--- config.mk ---
export PLATFORM = sky130hd
export DESIGN_NAME = srio_xfer_sched
export DESIGN_NICKNAME = d
export VERILOG_FILES = /design/src/rtl/srio_xfer_sched.sv
export SDC_FILE = /design/constraint.sdc
export NUM_CORES = 1
export LEC_CHECK = 0
export ABC_AREA = 1
export BUFFER_PORTS_ARGS = -buffer_cell sky130_fd_sc_hd__buf_4
export CORE_MARGIN = 2
export CORE_UTILIZATION = 37
export DETAILED_ROUTE_END_ITERATION = 10
export SLEW_MARGIN = 20
export SYNTH_ARGS = -nofsm -noshare
export SYNTH_HDL_FRONTEND = slang
export SYNTH_SLANG_ARGS = --single-unit
--- constraint.sdc ---
create_clock -name sys_clk -period 5 [get_ports sys_clk]
set_input_delay 0.75 -clock sys_clk [delete_from_list [all_inputs] [get_ports sys_clk]]
set_output_delay 0.75 -clock sys_clk [all_outputs]
set_load 0.005 [all_outputs]
--- src/rtl/srio_xfer_sched.sv ---
// srio_xfer_sched: splits one host transfer command into SRIO packets
// and drives the initiator's ucfg_* bus. An optional completion doorbell
// follows the last packet.
// Ports:
//   cmd_*  host command handshake and fields
//   ucfg_* initiator control bus and trigger pulses
//   srio_* initiator busy and doorbell response
//   xfer_* per-command busy, done/err pulses, sticky error code
module srio_xfer_sched #(
    parameter int unsigned MAX_PKT_BYTES = 256,
    parameter int unsigned GAP_CYCLES    = 4,
    parameter int unsigned DB_TIMEOUT    = 65535
) (
    input  logic        sys_clk,
    input  logic        sys_rst_n,
    input  logic        cmd_valid,
    output logic        cmd_ready,
    input  logic        cmd_wr_n,
    input  logic [7:0]  cmd_dest_id,
    input  logic [31:0] cmd_src_addr,
    input  logic [33:0] cmd_dest_addr,
    input  logic [23:0] cmd_len,
    input  logic        cmd_db_en,
    input  logic [15:0] cmd_db_info,
    output logic [7:0]  ucfg_dest_id,
    output logic [31:0] ucfg_src_start_addr,
    output logic [33:0] ucfg_dest_start_addr,
    output logic [8:0]  ucfg_byte_count,
    output logic [15:0] ucfg_db_info,
    output logic        ucfg_wr_n,
    output logic        ucfg_normal_trigger,
    output logic        ucfg_db_trigger,
    input  logic        srio_initial_busy,
    input  logic        srio_db_resp,
    output logic        xfer_busy,
    output logic        xfer_done,
    output logic        xfer_err,
    output logic [1:0]  xfer_err_code
);

    typedef enum logic [3:0] {
        IDLE, CHECK, ISSUE, WAIT_ACK, WAIT_DONE,
        GAP, DB_ISSUE, DB_WAIT, FINISH
    } state_t;

    localparam logic [8:0]  MAX_C    = 9'(MAX_PKT_BYTES);
    localparam logic [3:0]  GAP_INIT = (GAP_CYCLES == 0) ? 4'd0
                                     : 4'(GAP_CYCLES - 1);
    localparam logic [16:0] TO_INIT  = 17'(DB_TIMEOUT);

    state_t      state, state_d;
    logic        wr_n_q, db_en_q;
    logic [7:0]  dest_id_q;
    logic [15:0] db_info_q;
    logic [23:0] rem, rem_d;
    logic [31:0] src, src_d;
    logic [33:0] dst, dst_d;
    logic [8:0]  chunk_d;
    logic [3:0]  gap_cnt;
    logic [16:0] to_cnt;
    logic [1:0]  code_q, code_now;
    logic        enter_issue, enter_gap, enter_db;

    // Packet size is taken from the remaining count as it will be on
    // entry to ISSUE, so the ucfg bus is already valid on the trigger.
    assign chunk_d = (rem_d > {15'd0, MAX_C}) ? MAX_C : rem_d[8:0];

    assign enter_issue = (state_d == ISSUE) && (state != ISSUE);
    assign enter_gap   = (state_d == GAP) && (state != GAP);
    assign enter_db    = (state_d == DB_ISSUE) && (state != DB_ISSUE);

    // Code is visible on the pulse cycle itself, then held.
    assign xfer_err_code = xfer_err ? code_now : code_q;

    always_comb begin
        state_d             = state;
        rem_d               = rem;
        src_d               = src;
        dst_d               = dst;
        cmd_ready           = 1'b0;
        ucfg_normal_trigger = 1'b0;
        ucfg_db_trigger     = 1'b0;
        xfer_done           = 1'b0;
        xfer_err            = 1'b0;
        code_now            = 2'b00;
        xfer_busy           = (state != IDLE);
        case (state)
            IDLE: begin
                cmd_ready = 1'b1;
                if (cmd_valid) begin
                    state_d = CHECK;
                    rem_d   = cmd_len;
                    src_d   = cmd_src_addr;
                    dst_d   = cmd_dest_addr;
                end
            end
            CHECK: begin
                if (rem == 24'd0 || rem[2:0] != 3'd0) begin
                    xfer_err = 1'b1;
                    code_now = 2'b01;
                    state_d  = IDLE;
                end else begin
                    state_d = ISSUE;
                end
            end
            ISSUE: begin
                if (!srio_initial_busy) begin
                    ucfg_normal_trigger = 1'b1;
                    state_d             = WAIT_ACK;
                end
            end
            WAIT_ACK: begin
                if (srio_initial_busy) state_d = WAIT_DONE;
            end
            WAIT_DONE: begin
                if (!srio_initial_busy) begin
                    rem_d = rem - {15'd0, ucfg_byte_count};
                    src_d = src + {23'd0, ucfg_byte_count};
                    dst_d = dst + {25'd0, ucfg_byte_count};
                    if (rem_d != 24'd0)
                        state_d = (GAP_CYCLES == 0) ? ISSUE : GAP;
                    else
                        state_d = db_en_q ? DB_ISSUE : FINISH;
                end
            end
            GAP: begin
                if (gap_cnt == 4'd0) state_d = ISSUE;
            end
            DB_ISSUE: begin
                if (!srio_initial_busy) begin
                    ucfg_db_trigger = 1'b1;
                    state_d         = DB_WAIT;
                end
            end
            DB_WAIT: begin
                // A response on the expiry cycle still wins.
                if (srio_db_resp) begin
                    state_d = FINISH;
                end else if (to_cnt <= 17'd1) begin
                    xfer_err = 1'b1;
                    code_now = 2'b10;
                    state_d  = IDLE;
                end
            end
            FINISH: begin
                xfer_done = 1'b1;
                state_d   = IDLE;
            end
            default: state_d = IDLE;
        endcase
    end

    always_ff @(posedge sys_clk or negedge sys_rst_n) begin
        if (!sys_rst_n) begin
            state                <= IDLE;
            rem                  <= '0;
            src                  <= '0;
            dst                  <= '0;
            wr_n_q               <= 1'b0;
            db_en_q              <= 1'b0;
            dest_id_q            <= '0;
            db_info_q            <= '0;
            gap_cnt              <= '0;
            to_cnt               <= '0;
            code_q               <= '0;
            ucfg_dest_id         <= '0;
            ucfg_src_start_addr  <= '0;
            ucfg_dest_start_addr <= '0;
            ucfg_byte_count      <= '0;
            ucfg_db_info         <= '0;
            ucfg_wr_n            <= 1'b0;
        end else begin
            state <= state_d;
            rem   <= rem_d;
            src   <= src_d;
            dst   <= dst_d;
            if (state == IDLE && cmd_valid) begin
                wr_n_q    <= cmd_wr_n;
                db_en_q   <= cmd_db_en;
                dest_id_q <= cmd_dest_id;
                db_info_q <= cmd_db_info;
                code_q    <= 2'b00;
            end
            if (xfer_err) code_q <= code_now;
            if (enter_gap)
                gap_cnt <= GAP_INIT;
            else if (state == GAP && gap_cnt != 4'd0)
                gap_cnt <= gap_cnt - 4'd1;
            if (ucfg_db_trigger)
                to_cnt <= TO_INIT;
            else if (state == DB_WAIT && to_cnt != 17'd0)
                to_cnt <= to_cnt - 17'd1;
            if (enter_issue) begin
                ucfg_byte_count      <= chunk_d;
                ucfg_src_start_addr  <= src_d;
                ucfg_dest_start_addr <= dst_d;
                ucfg_dest_id         <= dest_id_q;
                ucfg_wr_n            <= wr_n_q;
            end
            if (enter_db) begin
                ucfg_db_info <= db_info_q;
                ucfg_dest_id <= dest_id_q;
            end
        end
    end

endmodule

== After elaboration in Yosys (flattened, before gate mapping) ==
Index checks and enable logic that the tools add are counted.

* Add/sub/neg operators: 5
* $lt $le $gt $ge: 2
* Equal/unequal tests: 14
* Mux-type cells: 44
* Reduce and logical (&&, ||, !) cells: 19

{| class="wikitable"
|+ Operator list
! kind !! number
|-
| $mux W34 || 2
|-
| $pmux W34 S2 || 1
|-
| $mux W32 || 2
|-
| $pmux W32 S2 || 1
|-
| $mux W24 || 2
|-
| $mux W4 || 12
|-
| $pmux W24 S2 || 1
|-
| $add A34 B9 Y34 || 1
|-
| $mux W17 || 2
|-
| $add A32 B9 Y32 || 1
|-
| $pmux W4 S8 || 1
|-
| $eq A4 B3 Y1 const B || 6
|-
| $gt A24 B9 Y1 const B || 1
|-
| $logic_not A24 Y1 || 1
|-
| $reduce_bool A24 Y1 || 1
|-
| $sub A24 B9 Y24 || 1
|-
| $le A17 B1 Y1 const B || 1
|-
| $reduce_bool A17 Y1 || 1
|-
| $sub A17 B1 Y17 const B || 1
|-
| $mux W8 || 2
|-
| $eq A4 B2 Y1 const B || 3
|-
| $mux W2 || 6
|-
| $mux W1 || 9
|-
| $mux W9 || 1
|-
| 13 further kinds || 24
|}

* Register bits after elaboration: 243
* Input port bits: 121
* Output and inout bits: 108
* Logic and storage cells: 101

== Depth between registers and ports, before layout ==
Gate-level depths: netlist of the first run.

* Depth in word-level cells: 9
* Mapped depth: 25
* Mapped depth without buffers: 23

== Worst setup path before layout of the first run ==
OpenSTA, ideal clock, no wires.

* Kind: reg2reg
* Start point: register rem[0]
* End point: register ucfg_dest_start_addr[10]
* Library setup time: 0.116 ns
* Arrival time: 2.756 ns
* Data required time: 4.884 ns
* Slack: 2.128 ns
* Stages on the path, launching flop included: 25
* Buffers on the path: 2
* Period minus slack after synthesis: 2.872 ns
* Path through: dfrtp_1 -> inv_1 -> ha_1 -> inv_1 -> fa_1 -> nand2_1 -> nand2_1 -> nand3_1 -> nand2_1 -> nand2_1 -> nand2_1 -> nand2_1 -> nand2_1 -> nor2_1 -> nand2_1 -> nor2_2 -> nand3_1 -> a21oi_1 -> nand2_2 -> inv_1 -> nand2_1 -> buf_6 -> buf_6 -> nand2_1 -> nand2_1

* Word-level cells in the longest chain between the ends: 7
* Elaborated cells between the ends (all ways): 11
* Those cells by class: add/sub (1); eq/ne (1); mux (4); reduce/logical (5)

{| class="wikitable"
|+ RTL lines
! what !! RTL line !! source
|-
| start: declaration || 55 || <nowiki>logic [23:0] rem, rem_d;</nowiki>
|-
| start signal: assignment || 174 || <nowiki>rem <= rem_d;</nowiki>
|-
| $sub A24 B9 Y24 || 117 || <nowiki>rem_d = rem - {15'd0, ucfg_byte_count};</nowiki>
|-
| $reduce_bool A24 Y1 || 120 || <nowiki>if (rem_d != 24'd0)</nowiki>
|-
| $mux W4 || 120 ||
|-
| $mux W4 || 116 || <nowiki>if (!srio_initial_busy) begin</nowiki>
|-
| $pmux W4 S8 (*) || 87 || <nowiki>case (state)</nowiki>
|-
| $eq A4 B2 Y1 (*) || 68 || <nowiki>assign enter_issue = (state_d == ISSUE) && (state != ISSUE);</nowiki>
|-
| $logic_and A1 B1 Y1 (*) || 68 ||
|-
| end signal: assignment || 196 || <nowiki>ucfg_dest_start_addr <= dst_d;</nowiki>
|-
| end: declaration || 27 || <nowiki>output logic [33:0] ucfg_dest_start_addr,</nowiki>
|}

Every way passes the cells marked *; elsewhere a longest branch is shown, timed or not.
A chain may end at the register's enable or synchronous reset.

== Worst setup path after layout of the first run ==
* Start point: register ucfg_byte_count[1]
* End point: register ucfg_dest_start_addr[6]

* Word-level cells in the longest chain between the ends: 7
* Elaborated cells between the ends (all ways): 10
* Those cells by class: add/sub (2); eq/ne (1); mux (5); reduce/logical (2)

{| class="wikitable"
|+ RTL lines
! what !! RTL line !! source
|-
| start: declaration || 28 || <nowiki>output logic [8:0] ucfg_byte_count,</nowiki>
|-
| start signal: assignment || 194 || <nowiki>ucfg_byte_count <= chunk_d;</nowiki>
|-
| $sub A24 B9 Y24 || 117 ||
|-
| $reduce_bool A24 Y1 || 120 ||
|-
| $mux W4 || 120 ||
|-
| $mux W4 || 116 ||
|-
| $pmux W4 S8 || 87 ||
|-
| named net state_d[1] || 51 || <nowiki>state_t state, state_d;</nowiki>
|-
| $eq A4 B2 Y1 || 68 ||
|-
| $logic_and A1 B1 Y1 || 68 ||
|}

The timed path passes the listed nets, and every way through them passes these cells.

==> results of run 1 <==
## kinds of logic after synthesis
logic type	synth area share (%)
AO/OA/AOI/OAI	15.4
XOR/XNOR	1.99
adder cells (fa/ha/maj)	3.09
buffers and inverters	7.78
flip-flops	43.1
AND/OR/NAND/NOR	28.7
## state kept, by name (all words and copies together), names as in the netlist, 4 cells and up
| signal | cells |
|---|---|
| dst | 34 |
| dest_id_q | 8 |
| ucfg_byte_count | 9 |
| ucfg_db_info | 16 |
| to_cnt | 17 |
| src | 32 |
| rem | 24 |
| ucfg_dest_id | 8 |
| ucfg_src_start_addr | 32 |
| ucfg_dest_start_addr | 34 |
| gap_cnt | 4 |
| db_info_q | 16 |
| state | 4 |
## cell type report
class,count,share of cell area [%]
Clock inverter,18,1.39
Inverter,193,4.21
Tap cell,511,3.70
Timing Repair Buffer,242,10.7
Multi-Input combinational cell,1444,40.2
Sequential cell,243,35.2
Antenna cell,3,0.0434
Clock buffer,36,4.53
## through the flow
step | setup WS [ns] | util, % | area [µm²] | hold WS [ns]
finish | 0.699 | 46.0 | 17300 | 0.195
global route | 0.379 | 46.0 | 17300 | 0.240
CTS | 0.724 | 46.0 | 17300 | 0.217
detailed placement | 0.769 | 43.2 | 16200 | 0.459
global placement | 0.756 | 43.2 | 16200 | 0.453
floorplan | 2.13 | - | 14100 | 0.442
## power groups by stage
stage	combinational (mW)	sequential [mW]	clock, mW
after floorplan	3.12	3.16	0
final	4.56	3.32	2.26
after global placement	4.47	3.33	0
after detailed placement	4.55	3.32	0
after global routing	5.16	3.41	2.39
after CTS	4.57	3.31	2.31
## path summary, 6_finish.rpt
check,to,slack (ns)
worst min-delay path,db_info_q[6],0.20
min in group sys_clk,dest_id_q[4],0.38
worst max register to register,ucfg_dest_start_addr[6],0.70
max in group asynchronous,rem[11],3.66
worst max-delay path,ucfg_dest_start_addr[6],0.70
worst min register to register,ucfg_dest_start_addr[20],0.47
## cells in the final DEF, fill, tap and decap left out, types with 2 or more instances in the layout
| cell | count |
|---|---|
| clkinvlp_4 | 7 |
| inv_2 | 8 |
| nor3_1 | 33 |
| a22oi_1 | 48 |
| a21o_1 | 7 |
| nand2_1 | 645 |
| a31oi_1 | 5 |
| buf_4 | 239 |
| ha_1 | 30 |
| nand3_2 | 3 |
| diode_2 | 3 |
| bufinv_16 | 5 |
| clkbuf_16 | 29 |
| nor2_2 | 5 |
| or2_2 | 5 |
| nand3b_1 | 5 |
| clkinv_2 | 4 |
| nor2_1 | 162 |
| o21ai_0 | 173 |
| nor4_1 | 5 |
| clkbuf_8 | 3 |
| clkbuf_1 | 4 |
| dfrtp_1 | 243 |
| nor2_4 | 3 |
| o22ai_1 | 10 |
| o221ai_1 | 2 |
| nand2_2 | 7 |
| xnor2_1 | 8 |
| inv_1 | 183 |
| fa_1 | 3 |
| nand3_1 | 90 |
| nand4_1 | 21 |
| a221oi_1 | 2 |
| xor2_1 | 24 |
| o211ai_1 | 5 |
| o31ai_1 | 3 |
| a21oi_1 | 126 |
| buf_12 | 2 |
## layer usage
layer	track usage [%]	up-vias	part of all wire, %	routed length, µm
met5	0	-	0	0
met4	8.35	0	3.2	1480
met3	4.34	83	7.0	3230
met2	37.1	433	46	21200
met1	31.7	6559	44	20400
li1	-	6789	-	-
==> results.py, run 1 <==
metrics = {
    "outcome": {
        "status": "finished, final reports clean",
    },
    "clock_tree": {
        "clock_latency_ns": 0.56,
        "hold_buffers": 0,
        "cts_buffer_depth": 3,
        "post-cts-setup-buffers": 0,
        "htree_levels": 1,
        "clkSlewWorstSetupHoldPaths_ns": 0.06,
        "cts_tree": "yes",
        "cts_resized": 0,
        "cts_made_buffers": 29,
        "cts_sinks": 243,
        "clockRootBuffer": "clkbuf_16",
    },
    "floorplan": {
        "ios": 229,
        "die_x_um": 199,
        "rows": 71,
        "coreArea_um2": 37600,
        "die_h_um": 199,
        "start_util_pct": 37.6,
        "die_area_um2": 39700,
    },
    "route": {
        "drtIter0Drc": 930,
        "routed_wl_mm": 46.3,
        "drc": 0,
        "avgRoutedWirePerCell_um": 17.2,
        "drt_pass1_iterations": 6,
        "vias_per_cell": 5.15,
        "antenna_left": 0,
        "vias": 13864,
    },
    "pwr": {
        "leakage_nw": 8.70,
        "p_int_mw": 5.64,
        "p_sw_share_pct": 44.3,
        "combPwrFrac_pct": 45.0,
        "cellPowerDensity_nw_per_um2": 587,
        "p_clk_share_pct": 22.3,
        "p_sw_mw": 4.49,
        "pwr-share-seq_pct": 32.7,
        "fin_total_pwr_mw": 10.1,
        "ir_drop_v": 0.000294,
    },
    "sta": {
        "layout_min_cycle_time_ns": 4.30,
        "rsz0062_at_grt": "false",
        "finalCritPeriodShare_pct": 86.0,
        "worstMarginPinSlew_ns": 0.974,
        "max_freq_ghz": 0.232,
        "hold_violations": 0,
        "setup_tns_ns": 0,
        "finalClockSkew_ns": 0.0141,
        "setup_violations": 0,
        "slew_headroom_pct": 35.0,
        "finalMaxSlewViolations": 0,
    },
    "final_layout": {
        "fin_cells": 2690,
        "regArea_um2": 6080,
        "multiInputGateArea_um2": 6950,
        "area_growth_pct": 22.4,
        "drive_gt1_share_pct": 15.1,
        "final_nets": 2307,
        "fillers": 3779,
    },
    "worst_setup_path": {
        "cp-end-kind": "flip-flop",
        "crit_chain": "inv_1 > fa_1 > nand2_1 > nand2_1 > nand3_1 > nand2_1 > nand2_1 > nand2_1 > nand2_1 > nand2_1 > nor2_1 > nand2_1 > nor2_2 > nand3_2 > buf_4 > nand2_2 > nand2_2 > inv_1 > nand2_4 > nand2_1 > nand2_1",
        "critPathLaunchType": "flip-flop",
        "slowest_delay_ns": 0.54,
        "path_depth": 21,
        "critPathRequiredTime_ns": 5.44,
        "crit_slowest_cell": "fa_1",
        "r2r_cells": 21,
        "setup.worst_path.start": "ucfg_byte_count[1]",
        "cp_common_cell": "nand2_1",
        "crit_family": "simple AND/OR/NAND/NOR gates",
        "path_class": "reg -> reg",
        "worstPathMaxFanout": 84,
        "worstReg2RegStart": "ucfg_byte_count[1]",
        "cp.buffers_inverters": 3,
        "crit_arrival_ns": 4.74,
    },
    "global_route": {
        "grt_max_degree": 108,
        "grt_antenna_before_repair": 3,
        "grt-ovfl-total": 0,
        "grt.total_usage_pct": 23.3,
        "grt_pass1_vias": 13367,
        "grt_pass1_wl_mm": 72.9,
    },
    "synth": {
        "syn_area_per_cell_um2": 7.24,
        "synth_top_area_cell": "dfrtp_1",
        "synthTopCellsByCount": "nand2_1, dfrtp_1, inv_1",
        "syn-num-nets": 2104,
        "synthTopCellsByArea": "dfrtp_1, nand2_1, o21ai_0",
        "syn_area_um2": 14100,
        "synth_cell_types": 47,
        "synth_enable_flop_cells": 0,
        "synth-seq-cells": 243,
        "synthArstFlopShare_pct": 100,
        "postSynthCellCount": 1950,
        "yosys_warnings": 0,
        "yosysSeqAreaShare_pct": 43.1,
        "yosysMostFrequentCell": "nand2_1",
        "yosys_most_used_dff": "dfrtp_1",
        "synth_top_area_share_pct": 43.1,
    },
    "placed_design": {
        "dpl.cell_count": 2633,
        "hpwl_mm": 33.1,
        "port_buffers": 228,
        "place.gp.congestion": 0.962,
    },
    "worst_hold_path": {
        "hp-class": "in -> async",
    },
    "run": {
        "maxCapViolations": 0,
    },
}
Power figures use the tool's default switching activity.
==> run 2, diff against run 1 <==
--- a/config.mk
+++ b/config.mk
@@ -7,9 +7,12 @@
 export LEC_CHECK = 0
 export ABC_AREA = 1
 export BUFFER_PORTS_ARGS = -buffer_cell sky130_fd_sc_hd__buf_4
+export CELL_PAD_IN_SITES_DETAIL_PLACEMENT = 0
+export CELL_PAD_IN_SITES_GLOBAL_PLACEMENT = 1
 export CORE_MARGIN = 2
 export CORE_UTILIZATION = 37
 export DETAILED_ROUTE_END_ITERATION = 10
+export PLACE_DENSITY_LB_ADDON = 0.1
 export SLEW_MARGIN = 20
 export SYNTH_ARGS = -nofsm -noshare
 export SYNTH_HDL_FRONTEND = slang
==> results.py, run 2 (same netlist as run 1, synthesis figures left out) <==
metrics = {
    "worst_setup_path": {
        "path_class": "reg -> reg",
        "cp.buffers_inverters": 2,
        "cp-end-kind": "flip-flop",
        "crit_chain": "ha_1 > inv_1 > fa_1 > nand2_1 > nand2_1 > nand3_1 > nand2_1 > nand2_1 > nand2_1 > nand2_1 > nand2_1 > nor2_1 > nand2_1 > nor2_2 > nand3_1 > a21oi_1 > nand2_2 > nor2_4 > buf_12 > nand2_1 > nand2_1",
        "crit_arrival_ns": 4.52,
        "slowest_delay_ns": 0.52,
        "crit_slowest_cell": "dfrtp_1",
        "cp_common_cell": "nand2_1",
        "worstPathMaxFanout": 76,
        "r2r_slack_ns": 1.01,
        "crit_family": "simple AND/OR/NAND/NOR gates",
        "critPathLaunchType": "flip-flop",
        "critPathRequiredTime_ns": 5.53,
    },
    "clock_tree": {
        "clkSlewWorstSetupHoldPaths_ns": 0.06,
        "cts_tree": "yes",
        "clockRootBuffer": "clkbuf_16",
        "hold_buffers": 0,
        "cts_resized": 0,
        "clock_latency_ns": 0.59,
        "htree_levels": 1,
        "post-cts-setup-buffers": 0,
        "cts_made_buffers": 30,
        "cts_buffer_depth": 3,
        "cts_sinks": 243,
    },
    "sta": {
        "rsz0062_at_grt": "false",
        "worst_slack_ns": 1.01,
        "setup_tns_ns": 0,
        "hold_ws_ns": 0.0556,
        "slew_headroom_pct": 50.1,
        "hold_violations": 0,
        "layout_min_cycle_time_ns": 3.99,
        "setup_violations": 0,
        "finalCritPeriodShare_pct": 79.8,
        "max_freq_ghz": 0.250,
        "finalMaxSlewViolations": 0,
        "worstMarginPinSlew_ns": 0.748,
        "finalClockSkew_ns": 0.0201,
    },
    "pwr": {
        "leakage_nw": 8.78,
        "fin_total_pwr_mw": 10.2,
        "ir_drop_v": 0.000292,
        "cellPowerDensity_nw_per_um2": 586,
    },
    "final_layout": {
        "drive_gt1_share_pct": 15.4,
        "fin_cells": 2697,
        "final_nets": 2313,
        "design_area_um2": 17400,
        "area_growth_pct": 23.1,
        "final_cell_mix": "nand2_1, dfrtp_1, buf_4, inv_1, o21ai_0",
        "postLayoutCoreUtil_pct": 46.2,
        "final_common_cell": "nand2_1",
        "reg.largest.list": "dst: 34 flops, ucfg_dest_start_addr: 34 flops",
    },
    "route": {
        "vias": 13637,
        "drtIter0Drc": 849,
        "avgRoutedWirePerCell_um": 17.2,
        "antenna_left": 0,
        "routed_wl_mm": 46.5,
        "vias_per_cell": 5.06,
        "drc": 0,
        "drt_pass1_iterations": 5,
    },
    "floorplan": {
        "coreArea_um2": 37600,
        "die_area_um2": 39700,
        "start_util_pct": 37.6,
        "ios": 229,
        "rows": 71,
        "die_h_um": 199,
        "die_x_um": 199,
    },
    "run": {
        "maxCapViolations": 0,
    },
    "placed_design": {
        "dpl_cell_area_um2": 16300,
        "hpwl_mm": 33.3,
        "port_buffers": 228,
        "place.gp.congestion": 0.872,
        "dp_slack_ns": 1.03,
        "dpl.cell_count": 2638,
    },
    "worst_hold_path": {
        "hp-class": "in -> async",
    },
    "global_route": {
        "grt_pass1_wl_mm": 74.2,
        "grt_pass1_vias": 13513,
        "grt_antenna_before_repair": 2,
        "grt_max_degree": 109,
        "grt-ovfl-total": 0,
        "grt.total_usage_pct": 23.7,
    },
    "outcome": {
        "status": "finished, final reports clean",
    },
}
## run 2: routing by layer
metal / vias to the layer above / global-route usage (%) / part of all wire, %
met3: 57 / 3.83 / 5.3
met4: 0 / 6.14 / 2.5
met5: - / 0 / 0
met2: 298 / 38.9 / 46
met1: 6470 / 32.5 / 46
li1: 6812 / - / -
## run 2: area by class of cell
cell class              instances  area, µm²
fillers                      3882      20200
multi-input cells            1444       6950
flip-flops and latches        243       6080
repair buffers                247       1910
clock buffers                  45        917
inverters                     193        727
well taps                     511        639
clock inverters                11        144
diodes                          3       7.51
## run 2: worst paths after layout
kind / start / endpoint / cells past startpoint
setup / recovery: ucfg_byte_count[0] / ucfg_wr_n / 21
hold / removal: sys_rst_n / to_cnt[0] / 1
setup reg to reg: ucfg_byte_count[0] / ucfg_wr_n / 21
min in group sys_clk: cmd_db_en / db_en_q / 3
max in group asynchronous: sys_rst_n / rem[23] / 2
hold reg to reg: dest_id_q[4] / ucfg_dest_id[4] / 2
## run 2: report_power, final
group | internal [mW] | leakage [nW] | switching (mW)
Sequential | 2.70 | 3.10 | 0.610
Clock | 1.37 | 0.527 | 0.908
Combinational | 1.61 | 5.15 | 2.98
Total | 5.68 | 8.78 | 4.50
## run 2: worst register-to-register path, cell delays in order, from the launching register on
cell	delay, ns
dfrtp_1	0.52
ha_1	0.20
inv_1	0.09
fa_1	0.46
nand2_1	0.12
nand2_1	0.09
nand3_1	0.08
nand2_1	0.13
nand2_1	0.22
nand2_1	0.08
nand2_1	0.06
nand2_1	0.09
nor2_1	0.10
nand2_1	0.10
nor2_2	0.26
nand3_1	0.28
a21oi_1	0.24
nand2_2	0.11
nor2_4	0.14
buf_12	0.32
nand2_1	0.17
nand2_1	0.08
==> run 3, diff against run 2 <==
==> constraint.sdc (replaced) <==
create_clock -name sys_clk -period 4.1 [get_ports sys_clk]
set_input_delay 0.615 -clock sys_clk [delete_from_list [all_inputs] [get_ports sys_clk]]
set_output_delay 0.615 -clock sys_clk [all_outputs]
set_load 0.005 [all_outputs]
==> results.py, run 3 (same netlist as run 1, synthesis figures left out) <==
metrics = {
    "placed_design": {
        "place.gp.congestion": 0.897,
        "port_buffers": 228,
        "hpwl_mm": 34.0,
        "dpl_cell_area_um2": 16400,
    },
    "worst_setup_path": {
        "slowest_delay_ns": 0.50,
        "cp_common_cell": "nand2_1",
        "cp-end-kind": "flip-flop",
        "crit_family": "simple AND/OR/NAND/NOR gates",
        "worstPathMaxFanout": 38,
        "crit_slowest_cell": "dfrtp_1",
        "path_class": "reg -> reg",
        "crit_chain": "ha_1 > inv_1 > fa_1 > nand2_1 > nand2_1 > nand3_1 > nand2_1 > nand2_2 > nand2_1 > nand2_1 > nand2_1 > nor2_1 > nand2_1 > nor2_2 > nand3_1 > a21oi_1 > nand2_2 > nor2_4 > buf_8 > nand3b_1 > nand2_1",
        "critPathLaunchType": "flip-flop",
        "setup.worst_path.start": "ucfg_byte_count[0]",
        "cp.buffers_inverters": 2,
        "critPathRequiredTime_ns": 4.62,
        "worstReg2RegStart": "ucfg_byte_count[0]",
        "crit_arrival_ns": 4.29,
    },
    "clock_tree": {
        "cts_made_buffers": 29,
        "cts_resized": 0,
        "hold_buffers": 0,
        "cts_sinks": 243,
        "post-cts-setup-buffers": 0,
        "cts_buffer_depth": 3,
        "cts_tree": "yes",
        "htree_levels": 1,
        "clkSlewWorstSetupHoldPaths_ns": 0.06,
        "clockRootBuffer": "clkbuf_16",
        "clock_latency_ns": 0.59,
    },
    "final_layout": {
        "regArea_um2": 6080,
        "final_cell_mix": "nand2_1, buf_4, dfrtp_1, inv_1, o21ai_0",
        "area_growth_pct": 23.7,
        "design_area_um2": 17500,
        "fillers": 3944,
        "multiInputGateArea_um2": 6950,
        "drive_gt1_share_pct": 15.7,
        "reg.largest.list": "dst: 34 flops, ucfg_dest_start_addr: 34 flops",
        "final_nets": 2319,
        "final_common_cell": "nand2_1",
    },
    "sta": {
        "max_freq_ghz": 0.265,
        "setup_violations": 0,
        "slew_headroom_pct": 32.0,
        "finalMaxSlewViolations": 0,
        "setup_tns_ns": 0,
        "hold_violations": 0,
        "worstMarginPinSlew_ns": 1.02,
        "finalCritPeriodShare_pct": 92.1,
        "layout_min_cycle_time_ns": 3.77,
        "rsz0062_at_grt": "false",
        "finalClockSkew_ns": 0.0202,
    },
    "route": {
        "vias_per_cell": 5.12,
        "vias": 13829,
        "antenna_left": 0,
        "drc": 0,
        "avgRoutedWirePerCell_um": 17.7,
        "drt_pass1_iterations": 5,
        "routed_wl_mm": 47.8,
        "drtIter0Drc": 862,
    },
    "pwr": {
        "ir_drop_v": 0.000330,
        "cellPowerDensity_nw_per_um2": 723,
        "leakage_nw": 8.81,
    },
    "floorplan": {
        "start_util_pct": 37.6,
        "ios": 229,
        "die_x_um": 199,
        "die_h_um": 199,
        "coreArea_um2": 37600,
        "die_area_um2": 39700,
        "rows": 71,
    },
    "run": {
        "maxCapViolations": 0,
    },
    "global_route": {
        "grt_pass1_vias": 13550,
        "grt_max_degree": 111,
        "grt_pass1_wl_mm": 74.8,
        "grt.total_usage_pct": 24.0,
        "grt-ovfl-total": 0,
        "grt_antenna_before_repair": 3,
    },
    "worst_hold_path": {
        "hp-class": "in -> async",
    },
    "outcome": {
        "status": "finished, final reports clean",
    },
}
-- run 3: through the flow --
stage / hold WS, ns / cells / power (mW) / setup slack [ns] / utilization, %
2_1_floorplan: 0.319 / 1950 / 7.66 / 1.23 / -
3_3_place_gp: 0.450 / 2644 / 9.68 / 0.262 / 43.5
3_5_place_dp: 0.458 / 2644 / 9.73 / 0.266 / 43.5
4_1_cts: 0.149 / 2698 / 12.7 / 0.245 / 46.4
5_1_grt: 0.171 / 2701 / 13.6 / 0.0121 / 46.4
6_report: 0.102 / 2702 / 12.6 / 0.326 / 46.4
-- run 3: layout make-up --
cell class | count | share of cell area (%)
diodes | 3 | 0.0430
clock buffers | 38 | 4.75
flip-flops and latches | 243 | 34.8
well taps | 511 | 3.66
inverters | 193 | 4.17
clock inverters | 16 | 1.38
repair buffers | 254 | 11.3
multi-input cells | 1444 | 39.8
-- run 3: power breakdown --
part | switching (mW) | internal, mW
Clock | 1.12 | 1.75
Sequential | 0.755 | 3.29
Combinational | 3.72 | 1.99
-- run 3: path summary, 6_finish.rpt --
path | slack (ns) | endpoint | depth (start not counted)
min in group sys_clk | 0.23 | wr_n_q | 3
worst min-delay path | 0.10 | dest_id_q[2] | 1
worst max register to register | 0.33 | ucfg_byte_count[5] | 21
max in group asynchronous | 3.06 | dst[28] | 2
worst max-delay path | 0.33 | ucfg_byte_count[5] | 21
worst min register to register | 0.47 | ucfg_dest_start_addr[8] | 2
-- run 3: routing by layer --
metal	vias up	routed length [µm]	global-route usage, %
met1	6596	22000	32.9
li1	6820	-	-
met2	346	21900	39.2
met3	67	2610	4.03
met4	0	1310	6.52
met5	-	0	0
